--- src/rtl/spi_xfer_ctrl.sv ---
// spi_xfer_ctrl: CPU-side SPI transaction sequencer with TX/RX FIFOs and chip-select framing
module spi_xfer_ctrl #(
    parameter int W_Data = 32,
    parameter int Depth  = 4,
    parameter int W_Ptr  = 2
) (
    input  logic              clk,
    input  logic              rst,
    input  logic              wr_en,
    input  logic [W_Data-1:0] wr_data,
    output logic              tx_full,
    input  logic              rd_en,
    output logic [W_Data-1:0] rd_data,
    output logic              rx_empty,
    output logic              rx_overflow,
    input  logic              clr_ovf,
    output logic              busy,
    output logic              cs_n,
    output logic              transmit_start,
    output logic [W_Data-1:0] data_to_transmit,
    input  logic              transmit_ready,
    output logic              receive_start,
    input  logic              receive_ready,
    input  logic [W_Data-1:0] data_in
);
    typedef enum logic [2:0] {IDLE, SETUP, LAUNCH, ARM, SHIFT, CAPTURE, GAP} state_t;
    localparam logic [W_Ptr:0] FULL = (W_Ptr+1)'(Depth);
    state_t state, state_nx;
    logic [W_Data-1:0] tx_mem [Depth];
    logic [W_Data-1:0] rx_mem [Depth];
    logic [W_Ptr-1:0] tx_wp, tx_rp, rx_wp, rx_rp;
    logic [W_Ptr:0] tx_cnt, rx_cnt;
    logic tx_empty, rx_full, tx_push, tx_pop, rx_push, rx_pop, ovf_set;
    assign tx_full  = tx_cnt == FULL;
    assign tx_empty = tx_cnt == '0;
    assign rx_full  = rx_cnt == FULL;
    assign rx_empty = rx_cnt == '0;
    assign rd_data  = rx_mem[rx_rp];
    assign busy     = state != IDLE || !tx_empty;
    // A full TX FIFO still accepts a word when the head leaves in the same cycle
    assign tx_push  = wr_en && (!tx_full || tx_pop);
    assign rx_pop   = rd_en && !rx_empty;
    // A CPU read in the CAPTURE cycle frees the slot the received word needs
    assign rx_push  = state == CAPTURE && (!rx_full || rx_pop);
    assign ovf_set  = state == CAPTURE && rx_full && !rx_pop;
    // FSM state register
    always_ff @(posedge clk or posedge rst) begin
        if (rst) state <= IDLE;
        else state <= state_nx;
    end
    // Next-state decode; the TX pop happens on the IDLE->SETUP transition
    always_comb begin
        state_nx = state;
        tx_pop   = 1'b0;
        case (state)
            IDLE: begin
                if (!tx_empty && transmit_ready && receive_ready) begin
                    tx_pop   = 1'b1;
                    state_nx = SETUP;
                end
            end
            SETUP:   state_nx = LAUNCH;
            LAUNCH:  state_nx = ARM;
            ARM:     state_nx = transmit_ready ? ARM : SHIFT;
            SHIFT:   state_nx = (transmit_ready && receive_ready) ? CAPTURE : SHIFT;
            CAPTURE: state_nx = GAP;
            GAP:     state_nx = IDLE;
            default: state_nx = IDLE;
        endcase
    end
    // FIFO storage; contents need no reset since pointers define validity
    always_ff @(posedge clk) begin
        if (tx_push) tx_mem[tx_wp] <= wr_data;
        if (rx_push) rx_mem[rx_wp] <= data_in;
    end
    // FIFO pointers and occupancy counters
    always_ff @(posedge clk or posedge rst) begin
        if (rst) begin
            tx_wp  <= '0;
            tx_rp  <= '0;
            tx_cnt <= '0;
            rx_wp  <= '0;
            rx_rp  <= '0;
            rx_cnt <= '0;
        end else begin
            if (tx_push) tx_wp <= tx_wp + 1'b1;
            if (tx_pop) tx_rp <= tx_rp + 1'b1;
            if (rx_push) rx_wp <= rx_wp + 1'b1;
            if (rx_pop) rx_rp <= rx_rp + 1'b1;
            tx_cnt <= tx_cnt + (W_Ptr+1)'(tx_push) - (W_Ptr+1)'(tx_pop);
            rx_cnt <= rx_cnt + (W_Ptr+1)'(rx_push) - (W_Ptr+1)'(rx_pop);
        end
    end
    // Registered SPI-side outputs decoded from the upcoming state; overflow set beats clear
    always_ff @(posedge clk or posedge rst) begin
        if (rst) begin
            cs_n             <= 1'b1;
            transmit_start   <= 1'b0;
            receive_start    <= 1'b0;
            data_to_transmit <= '0;
            rx_overflow      <= 1'b0;
        end else begin
            cs_n             <= !(state_nx inside {SETUP, LAUNCH, ARM, SHIFT, CAPTURE});
            transmit_start   <= state_nx == LAUNCH;
            receive_start    <= state_nx == LAUNCH;
            if (tx_pop) data_to_transmit <= tx_mem[tx_rp];
            rx_overflow      <= ovf_set || (rx_overflow && !clr_ovf);
        end
    end
endmodule

--- config.mk ---
export PLATFORM = sky130hd
export DESIGN_NAME = spi_xfer_ctrl
export DESIGN_NICKNAME = d
export VERILOG_FILES = /design/src/rtl/spi_xfer_ctrl.sv
export SDC_FILE = /design/constraint.sdc
export NUM_CORES = 1
export LEC_CHECK = 0
export CAP_MARGIN = 20
export CORE_MARGIN = 1.5
export CORE_UTILIZATION = 50
export DETAILED_ROUTE_END_ITERATION = 10
export PLACE_DENSITY_LB_ADDON = 0.1
export SETUP_SLACK_MARGIN = 0.4
export SLEW_MARGIN = 0
export SYNTH_ARGS = -nofsm -noshare
export SYNTH_HDL_FRONTEND = slang
export SYNTH_SLANG_ARGS = --single-unit
export TNS_END_PERCENT = 50
--- constraint.sdc ---
create_clock -name clk -period 3.6 [get_ports clk]
set_input_delay 1.08 -clock clk [delete_from_list [all_inputs] [get_ports clk]]
set_output_delay 1.08 -clock clk [all_outputs]
set_load 0.01 [all_outputs]
==> summary.txt <==
Logic synthesis
  • Syn Nets: 588
  • #FFs+latches synth: 308
  • Warnings from Yosys: 0
  • Post-Synthesis Cells: 504
  • Synth cell types: 39
  • Syn avg cell area: 22.9 µm²
  • Post-synthesis sequential area ratio: 77.8%
  • Syn Std Cell Area: 0.0116 mm²

Critical path
  • Reg-to-reg endpoint: rx_cnt[2]$_DFF_PP0_
  • Reg2reg path depth: 9
  • CP arrival: 2.24 ns
  • Startpoint type of the worst setup path: flip-flop
  • Reg2Reg Setup Slack: 1.06 ns
  • CP Capture Type: output pin
  • R2R Path Start: state[1]$_DFF_PP0_
  • CP required: 2.52 ns
  • WS Path Type: flip-flop to output pin
  • Max Fanout on Critical Path: 16

Finish
  • Area occupied by multi-input gates: 0.00242 mm²
  • FF+latch area: 0.00899 mm²
  • Fill cells: 1516
  • Diodes inserted: 0
  • Share of cells above drive strength 1: 24.9%
  • Cell area after layout: 0.0146 mm²
  • Layout Nets: 764
  • Syn-to-layout area delta: 26.1%

Floorplan
  • Initial Utilization: 51.0%
  • IO Pins: 142
  • Die Wd: 155 µm
  • Row count: 55
  • Core region area: 0.0226 mm²
  • Die Y: 155 µm
  • Die area: 0.0240 mm²

CTS
  • Clk pin slew, worst setup/hold paths: 0.06 ns
  • CTS Buf Count: 31
  • Htree depth: 1
  • Root buf cell: clkbuf_16
  • Clk buf depth: 3
  • CTS tree: built
  • CTS sink count: 308
  • # hold bufs at CTS: 0
  • Insertion delay to the later sink of the worst-skew pair: 0.54 ns

Detailed routing
  • Antenna-violating nets left: 0
  • WL met3: 998 µm
  • M1 WL: 8410 µm
  • WL final: 20700 µm
  • Detailed-route vias per instance: 5.50
  • WL met2: 10800 µm
  • DR WL/cell: 21.0 µm
  • DR top layer: met4
  • DRC Markers: 0
  • DRT Pass-1 Iters: 5
  • Vias: 5442
  • Initial drt markers: 279

STA
  • Worst hold slack: 0.473 ns
  • Fin Clk Skew: 0.0179 ns
  • Setup_tns: 0 ns
  • Worst slew margin: 47.4%
  • Minimum period implied by the final worst setup slack: 3.32 ns
  • RSZ-0062 raised after global routing: yes
  • Measured slew at the worst slew-check pin: 0.789 ns
  • Final slew viol count: 0
  • Fin crit share: 92.1%
  • # setup viols final: 0
  • Hold Vio Cnt, Final: 0
  • Final worst slack: 0.283 ns
  • Max Freq: 302 MHz

Min path
  • HP Class: flip-flop to flip-flop
  • Min-delay src: rx_rp[1]$_DFFE_PP0N_
  • Worst hold endpoint: rx_rp[1]$_DFFE_PP0N_
  • Hold depth: 1

Global routing
  • Vias in the first global route: 5856
  • Largest net degree at the start of global routing: 34
  • All-Layer GR Usage: 17.9%
  • First-pass GRT wire length: 32500 µm
  • Number of antenna violations at the first check in global routing: 0
  • Total gr overflow: 0

Placed design
  • Hpwl dp: 12600 µm
  • Placed cell areas: 0.0135 mm²
  • Port buffer count: 141
  • Post-place setup slack: 0.113 ns
  • Final GP Congestion: 0.737

Run status
  • Status: finished, final reports clean

Power and ir drop
  • Lkg Pwr: 5.11 nW
  • VDD IR max: 0.536 mV
  • Pwr dens: 776 mW/mm²

Flow run
  • # Max-Cap Violations: 0
==> routing by layer <==
metal / global-route usage (%) / up-vias
li1: - / 2401
met1: 22.5 / 2861
met2: 31.9 / 145
met3: 3.29 / 35
met4: 5.04 / 0
met5: 0 / -
==> area by class of cell <==
class	instances	area share, %
inverters	13	0.335
clock inverters	14	1.17
clock buffers	43	5.77
well taps	285	2.45
repair buffers	165	12.0
flip-flops and latches	308	61.7
multi-input cells	161	16.6
==> worst max-delay path, cell delays in order, from the launching register on <==
cell	delay (ns)
dfrtp_2	0.42
buf_12	0.12
buf_16	0.17
mux4_2	0.51
clkdlybuf4s50_1	0.49
==> metrics by stage <==
step                      util (%)  power (mW)  cells
after global routing          64.3        11.9    989
after CTS                     64.2        11.5    989
after detailed placement      59.4        8.28    927
final                         64.3        11.3    989
after global placement        59.4        8.19    927
after floorplan                  -        6.80    504
==> synthesized netlist by cell type, drive strengths merged <==
| master | count | share of area [%] |
|---|---|---|
| nor2b | 4 | 0.22 |
| mux4 | 64 | 12 |
| mux2i | 1 | 0.087 |
| nor4 | 1 | 0.18 |
| nand2 | 3 | 0.097 |
| dfstp | 1 | 0.23 |
| xor2 | 5 | 0.38 |
| nor4bb | 1 | 0.087 |
| o32ai | 1 | 0.076 |
| buf | 15 | 0.84 |
| o31a | 1 | 0.076 |
| nor2 | 2 | 0.065 |
| inv | 13 | 0.42 |
| o21ai | 4 | 0.17 |
| clkbuf | 7 | 0.23 |
| dfrtp | 51 | 11 |
| a2bb2oi | 2 | 0.21 |
| nor3b | 1 | 0.11 |
| nand3 | 1 | 0.043 |
| and2 | 4 | 0.22 |
| or4b | 1 | 0.087 |
| a21oi | 1 | 0.043 |
| fa | 2 | 0.35 |
| or3b | 2 | 0.15 |
| ha | 11 | 1.2 |
| xnor2 | 5 | 0.38 |
| nor3 | 3 | 0.17 |
| nand2b | 5 | 0.27 |
| mux2 | 34 | 3.3 |
| o22ai | 1 | 0.054 |
| nand3b | 1 | 0.17 |
| edfxtp | 256 | 67 |
==> how the worst max path moves through the flow <==
| stage | slack, ns | from | to |
|---|---|---|---|
| final | 0.28 | rx_rp[0]$_DFFE_PP0N_ | rd_data[31] |
| after global routing | 0.20 | rx_rp[0]$_DFFE_PP0N_ | rd_data[11] |
| after CTS | 0.24 | rx_rp[0]$_DFFE_PP0N_ | rd_data[19] |
| after detailed placement | 0.11 | rd_en | rx_cnt[2]$_DFF_PP0_ |
| after global placement | 0.22 | rd_en | rx_cnt[2]$_DFF_PP0_ |
| after floorplan | 0.01 | wr_en | tx_mem[0][0]$_DFFE_PP_ |
==> placed cells by master (no fill, tap or decap), types with 8 or more instances in the layout <==
cell type / Yosys / layout
edfxtp_1: 256 / 256
inv_1: 13 / 12
mux2_2: 31 / 31
ha_1: 11 / 11
clkdlybuf4s50_1: 0 / 115
clkbuf_16: 0 / 31
dfrtp_1: 51 / 49
dlymetal6s2s_1: 0 / 10
buf_12: 0 / 8
buf_4: 2 / 14
mux4_2: 64 / 64
clkbuf_1: 7 / 10
dlygate4sd2_1: 0 / 16
==> timing repair <==
item	4_1_cts	5_1_grt
resized for setup	17	10
gates cloned	2	0
buffers inserted	3	0
setup endpoints to repair	32	20
pin swaps	0	0
==> cells by family after synthesis <==
group	count (synthesis)	share of synthesized area, %
simple gates	29	1.87
flops	308	77.8
buf+inv	35	1.49
fa+ha+maj	13	1.54
compound gates	10	0.628
xor+xnor	10	0.758
mux	99	15.9
==> state kept, by name, summed over array words and instances, names as in the netlist <==
name	count
tx_rp	2
tx_wp	2
data_to_transmit	32
rx_cnt	3
receive_start	1
rx_wp	2
rx_rp	2
cs_n	1
tx_mem	128
state	3
rx_overflow	1
rx_mem	128
tx_cnt	3
==> power breakdown <==
part           internal, mW  switching [mW]
clock network          1.91            1.22
registers              4.55           0.377
logic                  1.89            1.38
Power figures use the tool's default switching activity.
